**src/rtl/cache_line_refill_ctrl.sv**
```systemverilog
// Miss-handling engine for one cache line: optional victim writeback burst,
// then a refill read burst written word-by-word into the line data storage.
module cache_line_refill_ctrl #(
  parameter int DATA_WIDTH     = 32,
  parameter int WORDS_PER_LINE = 16,
  parameter int NUM_SETS       = 128,
  parameter int ADDR_WIDTH     = 32,
  parameter int TAG_WIDTH      = ADDR_WIDTH - $clog2(NUM_SETS) - $clog2(WORDS_PER_LINE)
                                 - $clog2(DATA_WIDTH/8)
) (
  input  logic                              clk,
  input  logic                              rst,
  input  logic                              req_valid,
  output logic                              req_ready,
  input  logic [$clog2(NUM_SETS)-1:0]       req_index,
  input  logic [TAG_WIDTH-1:0]              req_tag,
  input  logic                              req_dirty,
  input  logic [TAG_WIDTH-1:0]              req_victim_tag,
  output logic                              done,
  output logic                              da_we,
  output logic [$clog2(NUM_SETS)-1:0]       da_index,
  output logic [$clog2(WORDS_PER_LINE)-1:0] da_word_idx,
  output logic [DATA_WIDTH-1:0]             da_wdata,
  output logic [DATA_WIDTH/8-1:0]           da_wstrb,
  input  logic [DATA_WIDTH-1:0]             da_rdata,
  output logic                              mem_req_valid,
  input  logic                              mem_req_ready,
  output logic                              mem_req_we,
  output logic [ADDR_WIDTH-1:0]             mem_req_addr,
  output logic                              mem_wvalid,
  input  logic                              mem_wready,
  output logic [DATA_WIDTH-1:0]             mem_wdata,
  output logic                              mem_wlast,
  input  logic                              mem_rvalid,
  output logic                              mem_rready,
  input  logic [DATA_WIDTH-1:0]             mem_rdata
);

  localparam int IDX_W  = $clog2(NUM_SETS);
  localparam int WORD_W = $clog2(WORDS_PER_LINE);
  localparam int LOW_W  = WORD_W + $clog2(DATA_WIDTH/8);
  localparam logic [WORD_W-1:0] LAST_WORD = WORD_W'(WORDS_PER_LINE - 1);

  typedef enum logic [2:0] {
    S_IDLE, S_WB_REQ, S_WB_DATA, S_RD_REQ, S_RD_DATA, S_DONE
  } state_t;

  state_t              r_state, w_state_nxt;
  logic [WORD_W-1:0]   r_cnt, w_cnt_nxt;
  logic [IDX_W-1:0]    r_index;
  logic [TAG_WIDTH-1:0] r_tag, r_victim_tag;
  logic                w_accept;
  logic                w_last;

  assign w_accept = req_valid && (r_state == S_IDLE);
  assign w_last   = (r_cnt == LAST_WORD);

  // NOTE: state registers use non-blocking assignments so every flop samples
  // pre-edge values; blocking here would create order-dependent simulation.
  always_ff @(posedge clk or posedge rst) begin
    if (rst) begin
      r_state      <= S_IDLE;
      r_cnt        <= '0;
      r_index      <= '0;
      r_tag        <= '0;
      r_victim_tag <= '0;
    end else begin
      r_state <= w_state_nxt;
      r_cnt   <= w_cnt_nxt;
      if (w_accept) begin
        r_index      <= req_index;
        r_tag        <= req_tag;
        r_victim_tag <= req_victim_tag;
      end
    end
  end

  // NOTE: every output and next-state variable gets a default before the case,
  // so no path through this block can infer a latch.
  always_comb begin
    w_state_nxt   = r_state;
    w_cnt_nxt     = r_cnt;
    req_ready     = 1'b0;
    done          = 1'b0;
    da_we         = 1'b0;
    da_index      = r_index;
    da_word_idx   = '0;
    da_wdata      = '0;
    da_wstrb      = '0;
    mem_req_valid = 1'b0;
    mem_req_we    = 1'b0;
    mem_req_addr  = '0;
    mem_wvalid    = 1'b0;
    mem_wdata     = '0;
    mem_wlast     = 1'b0;
    mem_rready    = 1'b0;

    unique case (r_state)
      S_IDLE: begin
        req_ready = 1'b1;
        if (req_valid) w_state_nxt = req_dirty ? S_WB_REQ : S_RD_REQ;
      end
      S_WB_REQ: begin
        mem_req_valid = 1'b1;
        mem_req_we    = 1'b1;
        mem_req_addr  = {r_victim_tag, r_index, {LOW_W{1'b0}}};
        if (mem_req_ready) begin
          w_state_nxt = S_WB_DATA;
          w_cnt_nxt   = '0;
        end
      end
      S_WB_DATA: begin
        // Storage read is combinational, so the beat data tracks the counter.
        da_word_idx = r_cnt;
        mem_wvalid  = 1'b1;
        mem_wdata   = da_rdata;
        mem_wlast   = w_last;
        if (mem_wready) begin
          w_cnt_nxt = r_cnt + 1'b1;
          if (w_last) w_state_nxt = S_RD_REQ;
        end
      end
      S_RD_REQ: begin
        mem_req_valid = 1'b1;
        mem_req_addr  = {r_tag, r_index, {LOW_W{1'b0}}};
        if (mem_req_ready) begin
          w_state_nxt = S_RD_DATA;
          w_cnt_nxt   = '0;
        end
      end
      S_RD_DATA: begin
        mem_rready  = 1'b1;
        da_word_idx = r_cnt;
        if (mem_rvalid) begin
          da_we     = 1'b1;
          da_wstrb  = '1;
          da_wdata  = mem_rdata;
          w_cnt_nxt = r_cnt + 1'b1;
          if (w_last) w_state_nxt = S_DONE;
        end
      end
      S_DONE: begin
        done        = 1'b1;
        w_state_nxt = S_IDLE;
      end
      default: w_state_nxt = S_IDLE;
    endcase
  end

endmodule

```
**config.mk**
```make
export PLATFORM = sky130hd
export DESIGN_NAME = cache_line_refill_ctrl
export DESIGN_NICKNAME = d
export VERILOG_FILES = /design/src/rtl/cache_line_refill_ctrl.sv
export SDC_FILE = /design/constraint.sdc
export NUM_CORES = 1
export LEC_CHECK = 0
export CELL_PAD_IN_SITES_DETAIL_PLACEMENT = 0
export CELL_PAD_IN_SITES_GLOBAL_PLACEMENT = 1
export CORE_MARGIN = 5
export CORE_UTILIZATION = 24
export DETAILED_ROUTE_END_ITERATION = 7
export PLACE_DENSITY = 0.91
export SYNTH_ARGS = -nofsm -noshare
export SYNTH_HDL_FRONTEND = slang
export SYNTH_SLANG_ARGS = --single-unit
```
**constraint.sdc**
```tcl
create_clock -name clk -period 1.8 [get_ports clk]
set_clock_uncertainty 0.05 [all_clocks]
set_input_delay 0.18 -clock clk [delete_from_list [all_inputs] [get_ports clk]]
set_output_delay 0.18 -clock clk [all_outputs]
set_load 0.01 [all_outputs]
```
==> metrics.md, run 1 <==
| Metric | Value |
|---|---|
| Status | `finished with violations` |
| Violated checks | `setup timing` |
| Die W | `about 120 um` |
| DR vias | `approximately 3200` |
| Core Footprint | `between 10000 and 15000 um^2` |
| R2R Setup Slk | `-0.07 ns` |
| Avg Inst Size Synth | `10.5 um^2` |
| Final Hold Vio Count | `0` |
| Reg clk slew, reported paths | `0.07 ns` |
| Tcrit/Tclk final | `1.05` |
| Tot Pwr | `roughly 8500 uW` |
| CTS Buffer Depth | `2` |
| Wire length per cell | `17.2 um` |
| Final WS setup | `-0.0872 ns` |
| CTS tree | `yes` |
| Synth warn | `0` |
| Routed length on met3 | `1380 um` |
| Post-synth EDFFs | `0` |
| Met2 wire len | `between 6000 and 7000 um` |
| Number of I/O pins | `between 200 and 250` |
| GR Util All Layers | `0.151` |
| GP Congestion | `0.782` |
| Layout Nets | `between 600 and 700` |
| FFs w/ async S/R, synth | `1.00` |
| Most common cell after layout, fill and taps aside | `clkdlybuf4s50_1` |
| Crit path arrival time | `between 1.5 and 2 ns` |
| Synthesized instance count | `288` |
| Register area | `roughly 1300 um^2` |
| Reg2Reg Capture Point | `r_state[1]` |
| DRT Wirelength | `about 13000 um` |
| Root Driver | `clkbuf_16` |
| DR iter-0 viols | `76` |
| First-pass GRT wire length | `17800 um` |
| Row count | `41` |
| Hpwl dp | `approximately 8700 um` |
| CP startpoint kind | `flip-flop` |
| CTS sink count | `52` |
| Flops & latches, synth | `52` |
| Filler cell count | `1153` |
| Setup violators final | `43` |
| Critical path required time | `around 1.6 ns` |
| Share of layout cells above drive strength 1 | `0.387` |
| Max Slew Vio Count | `0` |
| Crit-path max FO | `8` |
| Initial Utilization | `0.243` |
| Drt pass-1 iters | `4` |
| MaxCap Viol Count | `0` |
| Tmin final | `about 1.9 ns` |
| Die H | `about 120 um` |
| Final Cell Area | `6400 um^2` |
| Peak supply drop | `0.725 mV` |
| Distinct cells, synth | `31` |
| P&R area growth vs syn | `111%` |
| Kind of critical path | `reg2out` |
| Post-CTS Hold Fix Bufs | `0` |
| Highest metal used | `met4` |
| Clock latency at the later pin of the worst-skew pair | `a little under 0.3 ns` |
| Setup WS pre-CTS | `-0.238 ns` |
| Unrepaired setup endpoints after global routing | `true` |
| Buffers on Ports | `roughly 230` |
| Total gr overflow | `0` |
| Static leakage | `between 0.003 and 0.004 uW` |
| Vias per cell | `roughly 4.4` |
| Reg2reg start | `r_state[0]` |
| Util after Layout | `0.512` |
| Largest net degree at the start of global routing | `53` |
| Post-synth top flop | `dfrtp_1` |
| Multi-input logic area | `approximately 1800 um^2` |
| # diodes | `0` |
| Post-Place Cell Area | `~5600 um^2` |
| Setup crit end kind | `output pin` |
| Full die area | `15000 um^2` |
| Total CTS buffers | `5` |
| Final antenna-violating net count | `0` |
| Type of the worst min-delay path | `in2async` |
| DRT met1 WL | `between 4000 and 5000 um` |
| Seq/Total Area, Yosys | `0.429` |
| Post-Syn Area | `3040 um^2` |
| Commonest cells after routing, fill and taps aside | `clkdlybuf4s50_1, buf_6, dfrtp_1` |
| Vias in the first global route | `roughly 3300` |
| Worst r2r path cells | `7` |
| CTS H-tree lvls | `2` |
| DRC | `0` |
| Total power per unit cell area | `between 1000 and 1500 nW/um^2` |
| Initial antenna violation count | `0` |
| Highest clock rate | `approximately 0.53 GHz` |
[worst max-delay path, stage by stage, from the launching register on]
cell and delay, ns:
dfrtp_2 0.45, buf_6 0.13, nand2b_4 0.07, nor2_4 0.15, buf_6 0.13, buf_6 0.12
buf_4 0.10, and2_4 0.12, buf_6 0.09
[where the power goes]
group / switching, uW / total (uW) / internal [uW] / leakage (uW)
Combinational: 2180 / 5450 / 3270 / 0.00244
Clock: 410 / 964 / 554 / 0.0000701
Sequential: 370 / 2140 / 1770 / 0.000618
[registers in the layout (all words and copies together) (netlist names)]
name and count:
da_index 7, r_cnt 4, r_state 3, r_tag 19
r_victim_tag 19
[cell usage after synthesis (2+ instances only)]
library cell | count | area [um^2]
a211o_1 | 2 | 17.5
a21oi_1 | 4 | 20.0
and2_1 | 45 | 282
and3_1 | 33 | 206
buf_2 | 5 | 25.0
buf_4 | 16 | 120
clkbuf_1 | 11 | 41.3
dfrtp_1 | 52 | 1300
inv_1 | 3 | 11.3
mux2_1 | 46 | 518
mux2i_1 | 20 | 200
nand2b_1 | 3 | 18.8
nand3_1 | 2 | 10.0
nand3b_1 | 3 | 22.5
nor2_1 | 24 | 90.1
nor3_1 | 2 | 10.0
nor3b_1 | 3 | 22.5
[worst max-delay path by stage]
stage,start,endpoint,slack (ns),depth (start not counted)
after detailed placement,r_state[0],r_victim_tag[3],-0.24,5
after CTS,r_state[1],mem_req_addr[17],-0.23,4
after global routing,r_state[1],mem_wdata[17],-0.17,8
after floorplan,r_state[0],da_index[0],0.03,6
final,r_state[1],mem_wdata[17],-0.09,8
after global placement,r_state[2],r_tag[4],-0.20,5
[through the flow]
step | hold WS, ns | TNS (ns) | cells
2_1_floorplan | 0.233 | 0 | 293
3_3_place_gp | 0.417 | -13.20 | 688
3_5_place_dp | 0.424 | -15.83 | 688
4_1_cts | 0.206 | -8.91 | 717
5_1_grt | 0.231 | -7.14 | 728
6_report | 0.186 | -1.25 | 728
[layer usage]
layer,vias up,global-route usage
met5,-,0
met1,1533,0.161
met4,0,0.0371
met2,165,0.279
met3,16,0.0567
li1,1508,-
[area by class of cell]
cell class / count / share of cell area
timing repair buffer: 287 / 0.452
inverter: 3 / 0.00215
clock buffer: 7 / 0.0223
tap: 172 / 0.0336
multi-input combinational: 206 / 0.285
sequential: 52 / 0.204
clock inverter: 1 / 0.00117
[kinds of logic after synthesis]
| kind of cell | share of synthesized area |
|---|---|
| AO/OA/AOI/OAI | 0.0260 |
| adder cells (fa/ha/maj) | 0.00742 |
| buffers and inverters | 0.0651 |
| flip-flops | 0.429 |
| multiplexers | 0.240 |
| other | 0.00124 |
| AND/OR/NAND/NOR | 0.231 |
[timing repair]
| item | CTS | global route |
|---|---|---|
| gates cloned | 8 | 3 |
| endpoints found under the setup margin | 151 | 153 |
| gates resized for setup | 331 | 170 |
| pin swaps | 12 | 35 |
| buffers inserted | 13 | 17 |
Note: power is estimated with default switching activity, not from simulation.
==> run 2: changes to the inputs <==
CTS_BUF_LIST = sky130_fd_sc_hd__clkbuf_16   (was not set)
==> run 2 against run 1 <==
The run still ends with setup timing left. Core utilization is essentially flat. Die area stayed put. First-iteration DRC count rose by 3.9%. Worst setup slack got worse by 0.0015 ns. Routed wire length increased by 0.14%. Register-to-register slack is essentially flat. Clock power fell by 5.0%. Total power fell by 0.49%. Via count down 0.47%. Sequential cell count is the same. Hold slack barely moved. Non-clock buffer count unchanged. Critical path type unchanged.
==> metrics.md, run 2 (same netlist as run 1, synthesis figures left out) <==
| Metric | Value |
|---|---|
| Row count | `41 (unchanged)` |
| Clock group share of total power | `0.108 (-0.005)` |
| Tmin final | `1.89 ns (+0.00147 ns)` |
| Status | `finished with violations` |
| Initial Utilization | `0.243 (unchanged)` |
| CTS Buffer Depth | `2 (unchanged)` |
| Unrepaired setup endpoints after global routing | `true` |
| Number of I/O pins | `235 (unchanged)` |
| GRT Max-Usage Layer | `met2` |
| Int Pwr | `5540 uW (-0.77%)` |
| Reg2Reg Capture Point | `r_state[1]` |
| Reg clk slew, reported paths | `0.07 ns (about the same)` |
| Root Driver | `clkbuf_16` |
| Setup crit end kind | `output pin` |
| Filler cell count | `1154 (+0.087%)` |
| Max Slew Vio Count | `0 (unchanged)` |
| Setup violators final | `48 (+12%)` |
| Final antenna-violating net count | `0 (unchanged)` |
| CP bufs+invs | `5 (unchanged)` |
| Vias in the first global route | `3343 (unchanged)` |
| Crit-path max FO | `8 (unchanged)` |
| Layout Nets | `672 (unchanged)` |
| Wire length per cell | `17.3 um (+0.14%)` |
| Final Hold Vio Count | `0 (unchanged)` |
| Critical path required time | `1.57 ns (about the same)` |
| DR vias | `3207 (-0.47%)` |
| Die H | `122 um (unchanged)` |
| Util after Layout | `0.511 (about the same)` |
| R2R Setup Slk | `-0.07 ns (about the same)` |
| Met1 global-route usage | `0.160 (-0.000574)` |
| Sw frac | `0.348 (+0.00183)` |
| Critical Path, Cell by Cell | `buf_6 > nand2b_4 > nor2_4 > buf_6 > buf_6 > buf_4 > and2_4 > buf_6` |
| Most common cell after layout, fill and taps aside | `clkdlybuf4s50_1` |
| First-pass GRT wire length | `17800 um (unchanged)` |
| Buffers on Ports | `228 (unchanged)` |
| Worst path max stage delay | `0.45 ns (about the same)` |
| Kind of critical path | `reg2out` |
| Full die area | `15000 um^2 (unchanged)` |
| Post-CTS Hold Fix Bufs | `0 (unchanged)` |
| CP top delay family | `buffers and inverters` |
| Total CTS buffers | `5 (unchanged)` |
| CTS H-tree lvls | `2 (unchanged)` |
| Violated checks | `setup timing` |
| Tcrit/Tclk final | `1.05 (about the same)` |
| Share of layout cells above drive strength 1 | `0.385 (-0.00180)` |
| GP Congestion | `0.782 (unchanged)` |
| GR Util All Layers | `0.151 (about the same)` |
| DRT Wirelength | `12600 um (+0.14%)` |
| Final WS setup | `-0.0887 ns (-0.00147 ns)` |
| Clock latency at the later pin of the worst-skew pair | `0.29 ns (about the same)` |
| CP startpoint kind | `flip-flop` |
| Crit path arrival time | `1.66 ns (about the same)` |
| DR iter-0 viols | `79 (+3.9%)` |
| Combinational power share | `0.641 (+0.004)` |
| Worst r2r path cells | `7 (unchanged)` |
| Largest net degree at the start of global routing | `53 (unchanged)` |
| Commonest cells after routing, fill and taps aside | `clkdlybuf4s50_1, buf_6, dfrtp_1` |
| Core Footprint | `12500 um^2 (unchanged)` |
| Slowest-stage cell, CP | `dfrtp_2` |
| Reg2reg start | `r_state[0]` |
| DRC | `0 (unchanged)` |
| Highest clock rate | `0.529 GHz (about the same)` |
| MaxCap Viol Count | `0 (unchanged)` |
| Static leakage | `0.00312 uW (about the same)` |
| # diodes | `0 (unchanged)` |
| Sequential Power Share | `0.251 (about the same)` |
| CTS sink count | `52 (unchanged)` |
| Vias per cell | `4.41 (-0.47%)` |
| Total power per unit cell area | `1330 nW/um^2 (-0.43%)` |
| Total gr overflow | `0 (unchanged)` |
| Net switching power | `2960 uW (about the same)` |
| Met3 Usage GRT | `0.0567 (unchanged)` |
| Drt pass-1 iters | `4 (unchanged)` |
| P&R area growth vs syn | `111% (about the same)` |
| Peak supply drop | `0.720 mV (-0.63%)` |
| Type of the worst min-delay path | `in2async` |
| CP dominant cell by count | `buf_6` |
| Tot Pwr | `8510 uW (-0.49%)` |
| Die W | `122 um (unchanged)` |
| Initial antenna violation count | `0 (unchanged)` |
| CTS tree | `yes` |
| Hpwl dp | `8740 um (unchanged)` |
| Met2 usage | `0.280 (+0.00103)` |
[run 2: worst reg2reg max path: stages (launching register included)]
cell,delay [ns]
dfrtp_2,0.45
buf_6,0.14
buf_6,0.11
buf_6,0.11
nor3b_4,0.14
a211o_1,0.30
a21oi_2,0.14
mux2_4,0.31
[run 2: worst max path at each step]
stage / from / end / slack (ns) / cells past startpoint
after floorplan: r_state[0] / da_index[0] / 0.03 / 6
after global placement: r_state[2] / r_tag[4] / -0.20 / 5
after detailed placement: r_state[0] / r_victim_tag[3] / -0.24 / 5
after CTS: r_state[1] / mem_req_addr[17] / -0.23 / 4
after global routing: r_state[1] / mem_wdata[17] / -0.17 / 8
final: r_state[1] / mem_wdata[17] / -0.09 / 8
[run 2: metrics by stage]
stage	instance area, um^2	setup TNS (ns)	std cells	hold WS, ns	worst slack, ns
3_3_place_gp	5650	-13.20	688	0.417	-0.197
3_5_place_dp	5650	-15.83	688	0.424	-0.238
2_1_floorplan	3050	0	293	0.233	0.0290
5_1_grt	6400	-7.20	728	0.231	-0.171
6_report	6400	-1.32	728	0.186	-0.0887
4_1_cts	6170	-8.92	717	0.206	-0.234
[run 2: layout make-up]
| class | count | area [um^2] | share of cell area |
|---|---|---|---|
| Clock inverter | 3 | 15.0 | 0.00235 |
| Multi-Input combinational cell | 206 | 1820 | 0.285 |
| Timing Repair Buffer | 287 | 2900 | 0.454 |
| Clock buffer | 5 | 125 | 0.0196 |
| Tap cell | 172 | 215 | 0.0336 |
| Inverter | 3 | 13.8 | 0.00215 |
| Sequential cell | 52 | 1310 | 0.204 |
[run 2: routing by layer]
| layer | vias up | routed length (um) |
|---|---|---|
| met2 | 163 | 6530 |
| met4 | 0 | 208 |
| met5 | - | 0 |
| li1 | 1506 | - |
| met3 | 16 | 1390 |
| met1 | 1522 | 4440 |
[run 2: power by group through the flow]
stage          sequential [uW]  clock (uW)  combinational (uW)
3_3_place_gp              2090           0                4390
3_5_place_dp              2130           0                4490
4_1_cts                   2110         971                5240
6_report                  2140         916                5450
5_1_grt                   2210        1000                5860
2_1_floorplan             2050           0                2180
[run 2: what timing repair did]
| item | 4_1_cts | 5_1_grt |
|---|---|---|
| setup endpoints to repair | 151 | 153 |
| pin swaps | 12 | 35 |
| resized for setup | 332 | 169 |
| cloned | 8 | 3 |
| buffers inserted | 13 | 17 |
